**src/rtl/updn_pkg.sv**
```systemverilog
// Shared op encodings and FSM state type for the up/down counter driver.
package updn_pkg;

  localparam logic [1:0] OP_LOAD  = 2'b00;
  localparam logic [1:0] OP_UP_TO = 2'b01;
  localparam logic [1:0] OP_DN_TO = 2'b10;
  localparam logic [1:0] OP_SWEEP = 2'b11;

  typedef enum logic [2:0] {
    StIdle,
    StLoad,
    StCheck,
    StStep,
    StSettle,
    StSweepUp,
    StSweepDn,
    StFinish
  } state_e;

endpackage

```
**src/rtl/updn_step_timer.sv**
```systemverilog
// Settle timer: started on the step-pulse cycle, flags the last settle cycle
// StepCycles-1 cycles later. Synchronous active-low reset returns it to idle.
module updn_step_timer #(
  parameter int unsigned StepCycles = 2
) (
  input  logic clk_i,
  input  logic rst_ni,
  input  logic start_i,
  input  logic clear_i,
  output logic expired_o
);

  localparam int unsigned CntW = $clog2(StepCycles) + 1;

  logic [CntW-1:0] cnt_q, cnt_d;
  logic            active_q, active_d;

  // Next-state: clear wins over start; count down while active.
  always_comb begin
    cnt_d    = cnt_q;
    active_d = active_q;
    if (clear_i) begin
      cnt_d    = '0;
      active_d = 1'b0;
    end else if (start_i) begin
      cnt_d    = CntW'(StepCycles - 1);
      active_d = 1'b1;
    end else if (active_q) begin
      cnt_d = cnt_q - 1'b1;
      if (cnt_q == CntW'(1)) begin
        active_d = 1'b0;
      end
    end
  end

  // State register with synchronous reset.
  always_ff @(posedge clk_i) begin
    if (!rst_ni) begin
      cnt_q    <= '0;
      active_q <= 1'b0;
    end else begin
      cnt_q    <= cnt_d;
      active_q <= active_d;
    end
  end

  assign expired_o = active_q && (cnt_q == CntW'(1));

endmodule

```
**src/rtl/updn_counter_driver.sv**
```systemverilog
// Command sequencer driving a WIDTH-bit up/down counter (Up/Down/Load/IN) and
// checking that every step lands. Optional SWEEP op enabled by UPDN_SWEEP_EN;
// without it op 11 finishes at once with Err.
module updn_counter_driver
  import updn_pkg::*;
#(
  parameter int unsigned WIDTH       = 5,
  parameter int unsigned STEP_CYCLES = 2
) (
  input  logic             CLK,
  input  logic             RST_n,
  input  logic             Cmd_Valid,
  output logic             Cmd_Ready,
  input  logic [1:0]       Cmd_Op,
  input  logic [WIDTH-1:0] Cmd_Arg,
  input  logic             Abort,
  output logic             Up,
  output logic             Down,
  output logic             Load,
  output logic [WIDTH-1:0] IN,
  input  logic [WIDTH-1:0] Counter,
  input  logic             High,
  input  logic             Low,
  output logic             Busy,
  output logic             Done,
  output logic             Err
);

  state_e           state_q, state_d;
  logic [1:0]       op_q, op_d;
  logic [WIDTH-1:0] arg_q, arg_d;
  logic [WIDTH-1:0] prev_q, prev_d;
  logic             dir_q, dir_d;   // 1: last step was up
  logic             err_q, err_d;

  logic             timer_start, timer_clear, timer_expired;
  logic [WIDTH-1:0] expect_next;
  logic             wrong_dir;
  logic             going_up;
  logic             abort_take;

  updn_step_timer #(
    .StepCycles(STEP_CYCLES)
  ) u_step_timer (
    .clk_i    (CLK),
    .rst_ni   (RST_n),
    .start_i  (timer_start),
    .clear_i  (timer_clear),
    .expired_o(timer_expired)
  );

  // Next-state and pulse outputs; abort overrides everything at the end.
  always_comb begin
    state_d     = state_q;
    op_d        = op_q;
    arg_d       = arg_q;
    prev_d      = prev_q;
    dir_d       = dir_q;
    err_d       = err_q;
    Up          = 1'b0;
    Down        = 1'b0;
    Load        = 1'b0;
    timer_start = 1'b0;
    timer_clear = 1'b0;

    expect_next = dir_q ? (prev_q + WIDTH'(1)) : (prev_q - WIDTH'(1));
    going_up    = (op_q == OP_UP_TO);
    wrong_dir   = going_up ? (Counter > arg_q) : (Counter < arg_q);
    abort_take  = Abort && (state_q != StIdle) && (state_q != StFinish);

    unique case (state_q)
      StIdle: begin
        if (Cmd_Valid) begin
          op_d  = Cmd_Op;
          arg_d = Cmd_Arg;
          err_d = 1'b0;
          if (Cmd_Op == OP_LOAD) begin
            state_d = StLoad;
          end else if (Cmd_Op == OP_SWEEP) begin
`ifdef UPDN_SWEEP_EN
            state_d = StSweepUp;
`else
            state_d = StFinish;
            err_d   = 1'b1;
`endif
          end else begin
            state_d = StCheck;
          end
        end
      end

      StLoad: begin
        Load    = 1'b1;
        state_d = StCheck;
      end

      StCheck: begin
        if (op_q == OP_LOAD) begin
          err_d   = (Counter != arg_q);
          state_d = StFinish;
        end else if (Counter == arg_q) begin
          state_d = StFinish;
        end else if (wrong_dir) begin
          err_d   = 1'b1;
          state_d = StFinish;
        end else begin
          state_d = StStep;
        end
      end

      StStep: begin
        // Saturated counter means the sequence is broken; never pulse into it.
        if (going_up ? High : Low) begin
          err_d   = 1'b1;
          state_d = StFinish;
        end else begin
          Up          = going_up;
          Down        = !going_up;
          dir_d       = going_up;
          prev_d      = Counter;
          timer_start = 1'b1;
          state_d     = StSettle;
        end
      end

      StSettle: begin
        if (timer_expired) begin
          if (Counter != expect_next) begin
            err_d   = 1'b1;
            state_d = StFinish;
          end else if (op_q == OP_SWEEP) begin
`ifdef UPDN_SWEEP_EN
            state_d = dir_q ? StSweepUp : StSweepDn;
`else
            err_d   = 1'b1;
            state_d = StFinish;
`endif
          end else if (Counter == arg_q) begin
            state_d = StFinish;
          end else begin
            state_d = StStep;
          end
        end
      end

`ifdef UPDN_SWEEP_EN
      StSweepUp: begin
        if (High) begin
          state_d = StSweepDn;
        end else begin
          Up          = 1'b1;
          dir_d       = 1'b1;
          prev_d      = Counter;
          timer_start = 1'b1;
          state_d     = StSettle;
        end
      end

      StSweepDn: begin
        if (Low) begin
          state_d = StFinish;
        end else begin
          Down        = 1'b1;
          dir_d       = 1'b0;
          prev_d      = Counter;
          timer_start = 1'b1;
          state_d     = StSettle;
        end
      end
`endif

      StFinish: begin
        state_d = StIdle;
      end

      default: begin
        state_d = StIdle;
      end
    endcase

    if (abort_take) begin
      Up          = 1'b0;
      Down        = 1'b0;
      Load        = 1'b0;
      timer_start = 1'b0;
      timer_clear = 1'b1;
      err_d       = 1'b1;
      state_d     = StFinish;
    end
  end

  // Status outputs decoded from the current state.
  always_comb begin
    Cmd_Ready = (state_q == StIdle);
    Busy      = (state_q != StIdle);
    Done      = (state_q == StFinish);
    Err       = (state_q == StFinish) && err_q;
    IN        = (state_q == StLoad) ? arg_q : '0;
  end

  // State and command registers with synchronous active-low reset.
  always_ff @(posedge CLK) begin
    if (!RST_n) begin
      state_q <= StIdle;
      op_q    <= OP_LOAD;
      arg_q   <= '0;
      prev_q  <= '0;
      dir_q   <= 1'b0;
      err_q   <= 1'b0;
    end else begin
      state_q <= state_d;
      op_q    <= op_d;
      arg_q   <= arg_d;
      prev_q  <= prev_d;
      dir_q   <= dir_d;
      err_q   <= err_d;
    end
  end

endmodule
```
**config.mk**
```make
export PLATFORM = sky130hd
export DESIGN_NAME = updn_counter_driver
export DESIGN_NICKNAME = d
export VERILOG_FILES = /design/src/rtl/updn_pkg.sv /design/src/rtl/updn_step_timer.sv /design/src/rtl/updn_counter_driver.sv
export SDC_FILE = /design/constraint.sdc
export NUM_CORES = 1
export LEC_CHECK = 0
export ABC_AREA = 1
export BUFFER_PORTS_ARGS = -buffer_cell sky130_fd_sc_hd__buf_2
export CORE_MARGIN = 1.5
export CORE_UTILIZATION = 50
export DETAILED_ROUTE_END_ITERATION = 10
export PLACE_DENSITY_LB_ADDON = 0.25
export SETUP_SLACK_MARGIN = 0.5
export SYNTH_ARGS = -nofsm -noshare
export SYNTH_HDL_FRONTEND = slang
export SYNTH_SLANG_ARGS = --single-unit
```
**constraint.sdc**
```tcl
create_clock -name CLK -period 4.11 [get_ports CLK]
set_clock_uncertainty 0.05 [all_clocks]
set_input_delay 0.2055 -clock CLK [delete_from_list [all_inputs] [get_ports CLK]]
set_output_delay 0.2055 -clock CLK [all_outputs]
set_load 0.1 [all_outputs]
```
==> impl_metrics.env, run 1 <==
export IMPL_grt_max_degree=17
export IMPL_synth_cells=222
export IMPL_maxCapViolations=0
export IMPL_crit_path_start_kind="flip-flop"
export IMPL_drive_gt1_share_pct=18.7
export IMPL_synth_area_um2=1460
export IMPL_h_tree_depth=1
export IMPL_rsz0062_at_grt="false"
export IMPL_power_density_nw_per_um2=587
export IMPL_clock_path_buffers=2
export IMPL_hp_class="in -> reg"
export IMPL_first_pass_iters=4
export IMPL_ant_nets=0
export IMPL_synth_nets=252
export IMPL_p_leak_uw=0.000831
export IMPL_cp_required_ns=3.85
export IMPL_yosysSeqAreaShare_pct=27.4
export IMPL_core_um2=2760
export IMPL_insertion_delay_ns=0.31
export IMPL_critical_path_max_fanout=15
export IMPL_layout_nets=283
export IMPL_clk_pin_slew_ns=0.11
export IMPL_ir_drop_mv=0.565
export IMPL_fin_tns_setup_ns=0
export IMPL_clock_root_buffer="clkbuf_4"
export IMPL_max_slew_margin_pct=58.7
export IMPL_n_antenna_cell=0
export IMPL_drt_iter0_markers=42
export IMPL_final_cell_area_um2=1650
export IMPL_totalWireLength_um=2990
export IMPL_finalMaxSlewViolations=0
export IMPL_finalCritPeriodShare_pct=54.3
export IMPL_syn_to_final_growth_pct=13.1
export IMPL_cts_made_buffers=3
export IMPL_avgViaCountPerCell=5.17
export IMPL_dp_hpwl_um=2360
export IMPL_place_area_um2=1630
export IMPL_drc_errors=0
export IMPL_final_fill_count=275
export IMPL_place_gp_congestion=0.845
export IMPL_start_util_pct=53.0
export IMPL_die_w_um=57.1
export IMPL_io_pins=30
export IMPL_synth_warnings=0
export IMPL_holdBufCountCts=0
export IMPL_antenna_found_initial=0
export IMPL_wire_per_inst_um=10.6
export IMPL_cts_num_sinks=20
export IMPL_first_global_vias=1261
export IMPL_multi_input_area_um2=881
export IMPL_tightestPinTransition_ns=0.612
export IMPL_setup_viol=0
export IMPL_max_freq_ghz=0.448
export IMPL_critPathCaptureType="output port"
export IMPL_outcome="complete, no violations"
export IMPL_cts_resized=0
export IMPL_dieArea_um2=3260
export IMPL_via_count=1459
export IMPL_ys_ff_latch=20
export IMPL_avgSynthCellArea_um2=6.59
export IMPL_regArea_um2=400
export IMPL_portBuffers=29
export IMPL_cts_tree="done"
export IMPL_track_usage_pct=20.2
export IMPL_post_cts_setup_buffers=0
export IMPL_grt_overflow=0
export IMPL_critPathKind="reg -> out"
export IMPL_hold_viol_final=0
export IMPL_grt_pass1_wl_um=5240
export IMPL_synth_cell_types=32
export IMPL_crit_arrival_ns=1.98
export IMPL_dieHeight_um=57.1
export IMPL_core_rowCount=19
export IMPL_finalCriticalPeriod_ns=2.23
==> worst max-delay path, cell delays in order, from the launching register on <==
cell and delay (ns):
dfxtp_1 0.44, nand2_1 0.14, nor2_1 0.22, o21ai_2 0.24, nor3_1 0.18, buf_2 0.45
==> synthesized netlist by cell type, drive strengths merged <==
master | instances | area, um2
nand3b | 1 | 7.51
ha | 11 | 138
a21oi | 22 | 110
dfxtp | 20 | 400
xnor2 | 1 | 8.76
clkbuf | 1 | 5.00
o311ai | 1 | 8.76
fa | 1 | 20.0
nor4 | 1 | 6.26
inv | 43 | 166
xor2 | 1 | 8.76
nand4 | 5 | 31.3
nor3 | 7 | 40.0
or2 | 2 | 12.5
nand2b | 1 | 6.26
nand2 | 48 | 201
nor2 | 27 | 119
nand3 | 9 | 57.6
o2111ai | 1 | 8.76
nor3b | 1 | 12.5
buf | 2 | 10.0
o21ai | 16 | 83.8
==> state kept, by name, summed over array words and instances (netlist names) <==
| register | cells |
|---|---|
| u_step_timer.active_q | 1 |
| dir_q | 1 |
| prev_q | 5 |
| op_q | 2 |
| err_q | 1 |
| arg_q | 5 |
| u_step_timer.cnt_q | 2 |
| state_q | 3 |
==> report_power, final <==
group	switching (uW)	internal, uW	total [uW]	leakage, uW
registers	33.6	240	274	0.000164
clock network	62.4	34.3	96.7	0.0000138
logic	432	168	601	0.000654
total	528	443	971	0.000831
==> per-layer routing <==
metal / up-vias / track usage, % / share of wire [%] / wire length [um]
met2: 45 / 31.2 / 43 / 1300
met3: 6 / 4.08 / 5.3 / 158
met5: - / 0 / 0 / 0
li1: 771 / - / - / -
met4: 0 / 7.64 / 1.5 / 44
met1: 637 / 28.0 / 50 / 1490
==> layout make-up <==
class                   count  area share (%)
flip-flops and latches     20            24.2
multi-input cells         156            53.3
well taps                  31            2.34
repair buffers             29            8.77
clock buffers               3            1.36
inverters                  43            10.1
==> kinds of logic (layout without fill, tap and decap cells) <==
logic type | count (synthesis) | after routing | synth area share [%]
AO/OA/AOI/OAI | 40 | 40 | 14.5
XOR/XNOR | 2 | 2 | 1.20
adder cells (fa/ha/maj) | 12 | 12 | 10.8
buffers and inverters | 46 | 75 | 12.4
flip-flops | 20 | 20 | 27.4
AND/OR/NAND/NOR | 102 | 102 | 33.8
==> metrics by stage <==
stage	std cells	setup slack [ns]	utilization, %	power [uW]	hold WS, ns
global route	282	1.76	60.0	1060	0.132
detailed placement	279	2.14	59.2	875	0.394
CTS	282	1.87	60.0	972	0.120
floorplan	222	0.853	-	776	0.294
global placement	279	2.21	59.2	871	0.392
finish	282	1.88	60.0	971	0.116
==> final timing paths <==
kind | startpoint | endpoint | slack, ns | cells after the start
setup / recovery | state_q[1] | Down | 1.88 | 5
hold / removal | Cmd_Arg[0] | arg_q[0] | 0.12 | 3
setup reg to reg | prev_q[0] | err_q | 2.13 | 13
hold reg to reg | prev_q[3] | prev_q[3] | 0.41 | 2
==> placed cells by master, fill, tap and decap left out, types with 2 or more instances in the layout <==
cell	synthesis	layout
nand2_1	45	45
inv_1	39	39
buf_2	2	29
nor2_1	24	24
a21oi_1	22	22
dfxtp_1	20	20
o21ai_0	15	15
ha_1	11	11
nand3_1	8	8
nor3_1	6	6
nand4_1	5	5
inv_2	3	3
clkbuf_4	0	3
nor2_4	2	2
nand2_2	2	2
Power figures use the tool's default switching activity.
==> run 2, diff against run 1 <==
==> constraint.sdc (replaced) <==
create_clock -name CLK -period 2.2 [get_ports CLK]
set_clock_uncertainty 0.05 [all_clocks]
set_input_delay 0.11 -clock CLK [delete_from_list [all_inputs] [get_ports CLK]]
set_output_delay 0.11 -clock CLK [all_outputs]
set_load 0.1 [all_outputs]
==> run 2 against run 1 <==
- flip-flop and latch count unchanged
- sequential share of layout area down 2.7 points
- sequential power rose by 95%
==> impl_metrics.env, run 2 (same netlist as run 1, synthesis figures left out) <==
export IMPL_critical_path_buf_inv_count=2
export IMPL_cts_tree="done"
export IMPL_totalWireLength_um=3560
export IMPL_cts_num_sinks=20
export IMPL_hold_viol_final=0
export IMPL_r2r_setup_slack_ns=0.26
export IMPL_rsz0062_at_grt="true"
export IMPL_drive_gt1_share_pct=33.0
export IMPL_dieHeight_um=57.1
export IMPL_clock_root_buffer="clkbuf_4"
export IMPL_fin_tns_setup_ns=0
export IMPL_layout_common_cells="40 x nand2_1, 35 x inv_1, 21 x buf_2"
export IMPL_dp_hpwl_um=2520
export IMPL_outcome="complete, no violations"
export IMPL_first_pass_iters=4
export IMPL_h_tree_depth=1
export IMPL_ant_nets=0
export IMPL_die_w_um=57.1
export IMPL_critPathCaptureType="flip-flop"
export IMPL_crit_arrival_ns=2.16
export IMPL_critical_path_max_fanout=2
export IMPL_clock_path_buffers=2
export IMPL_drc_errors=0
export IMPL_crit_top_cell="nand2_1"
export IMPL_hold_end="arg_q[3]"
export IMPL_place_gp_congestion=0.824
export IMPL_maxCapViolations=0
export IMPL_p_leak_uw=0.000891
export IMPL_power_density_nw_per_um2=1100
export IMPL_finalCriticalPeriod_ns=1.94
export IMPL_wire_per_inst_um=12.2
export IMPL_worst_slack_ns=0.263
export IMPL_layout_nets=292
export IMPL_r2r_end="err_q"
export IMPL_avgViaCountPerCell=5.20
export IMPL_hp_class="in -> reg"
export IMPL_cpPeakStageDelay_ns=0.57
export IMPL_grt_max_degree=17
export IMPL_final_util_pct=68.9
export IMPL_layout_commonest_cell="nand2_1"
export IMPL_cp_required_ns=2.43
export IMPL_syn_to_final_growth_pct=29.9
export IMPL_cts_made_buffers=3
export IMPL_holdWs_ns=0.0216
export IMPL_top_regs="arg_q: 5 flops, prev_q: 5 flops, state_q: 3 flops"
export IMPL_crit_family="simple AND/OR/NAND/NOR gates"
export IMPL_insertion_delay_ns=0.32
export IMPL_finalCritPeriodShare_pct=88.1
export IMPL_io_pins=30
export IMPL_grt_pass1_wl_um=5640
export IMPL_critPathKind="reg -> reg"
export IMPL_worstHoldPathCells=3
export IMPL_portBuffers=29
export IMPL_tightestPinTransition_ns=0.483
export IMPL_track_usage_pct=21.8
export IMPL_dieArea_um2=3260
export IMPL_pre_cts_ws_ns=0.288
export IMPL_r2r_cells=14
export IMPL_grt_overflow=0
export IMPL_ir_drop_mv=0.930
export IMPL_first_global_vias=1284
export IMPL_via_count=1518
export IMPL_drt_iter0_markers=38
export IMPL_timing_rr_start="prev_q[1]"
export IMPL_setup_viol=0
export IMPL_hold_start="Cmd_Arg[3]"
export IMPL_antenna_found_initial=0
export IMPL_max_slew_margin_pct=68.0
export IMPL_crit_path_start_kind="flip-flop"
export IMPL_core_um2=2760
export IMPL_max_freq_ghz=0.516
export IMPL_holdBufCountCts=0
export IMPL_finalMaxSlewViolations=0
export IMPL_critical_path_cell_chain="inv_2, fa_1, inv_1, nand2_1, nand3_1, nor2_1, nand2_1, nor2_2, nand4_1, nand2_1, nand2_2, nand3_2, nand2_2, nor2_1"
export IMPL_crit_slowest_cell="fa_1"
export IMPL_n_antenna_cell=0
export IMPL_clk_pin_slew_ns=0.13
export IMPL_core_rowCount=19
export IMPL_start_util_pct=53.0
-- run 2: how the worst max path moves through the flow --
stage | from | to | slack, ns | cells after the start
floorplan | state_q[0] | IN[0] | 0.14 | 4
global placement | prev_q[0] | err_q | 0.31 | 13
detailed placement | prev_q[0] | err_q | 0.29 | 13
CTS | prev_q[0] | err_q | 0.29 | 13
global route | prev_q[1] | err_q | 0.1 | 14
finish | prev_q[1] | err_q | 0.26 | 14
-- run 2: final cells by class --
type | instances | area [um2]
clock buffer | 4 | 36.3
fill | 237 | 858
inverter | 43 | 173
multi-input combinational | 156 | 971
sequential | 20 | 408
tap | 31 | 38.8
timing repair buffer | 38 | 273
-- run 2: worst reg2reg max path: cells and delay by family, from the launching register on --
family                   cells  cell delay (ns)
AND/OR/NAND/NOR             11             0.82
adder cells (fa/ha/maj)      1             0.57
flip-flops                   1             0.36
buffers and inverters        2             0.10
-- run 2: power breakdown --
group          switching [uW]  leakage, uW  internal [uW]  total (uW)
combinational             912     0.000704            416        1330
clock                     133    0.0000210            101         235
sequential               77.3     0.000166            456         533
total                    1120     0.000891            973        2100
-- run 2: routing by layer --
metal	wire length [um]	GRT usage [%]	share of wire [%]
met1	1670	30.0	47
met2	1680	35.8	47
met3	160	2.04	4.5
met4	55	7.97	1.5
met5	0	0	0
-- run 2: metrics by stage --
stage | power (uW) | std cells | instance area [um2]
final | 2100 | 292 | 1900
after global routing | 2250 | 292 | 1900
after CTS | 1950 | 286 | 1780
after detailed placement | 1700 | 280 | 1690
after global placement | 1690 | 280 | 1690
after floorplan | 1510 | 222 | 1520
-- run 2: timing repair --
item	4_1_cts	5_1_grt
cloned	0	0
pin swaps	0	15
setup endpoints to repair	10	15
resized for setup	16	22
buffers inserted	2	6
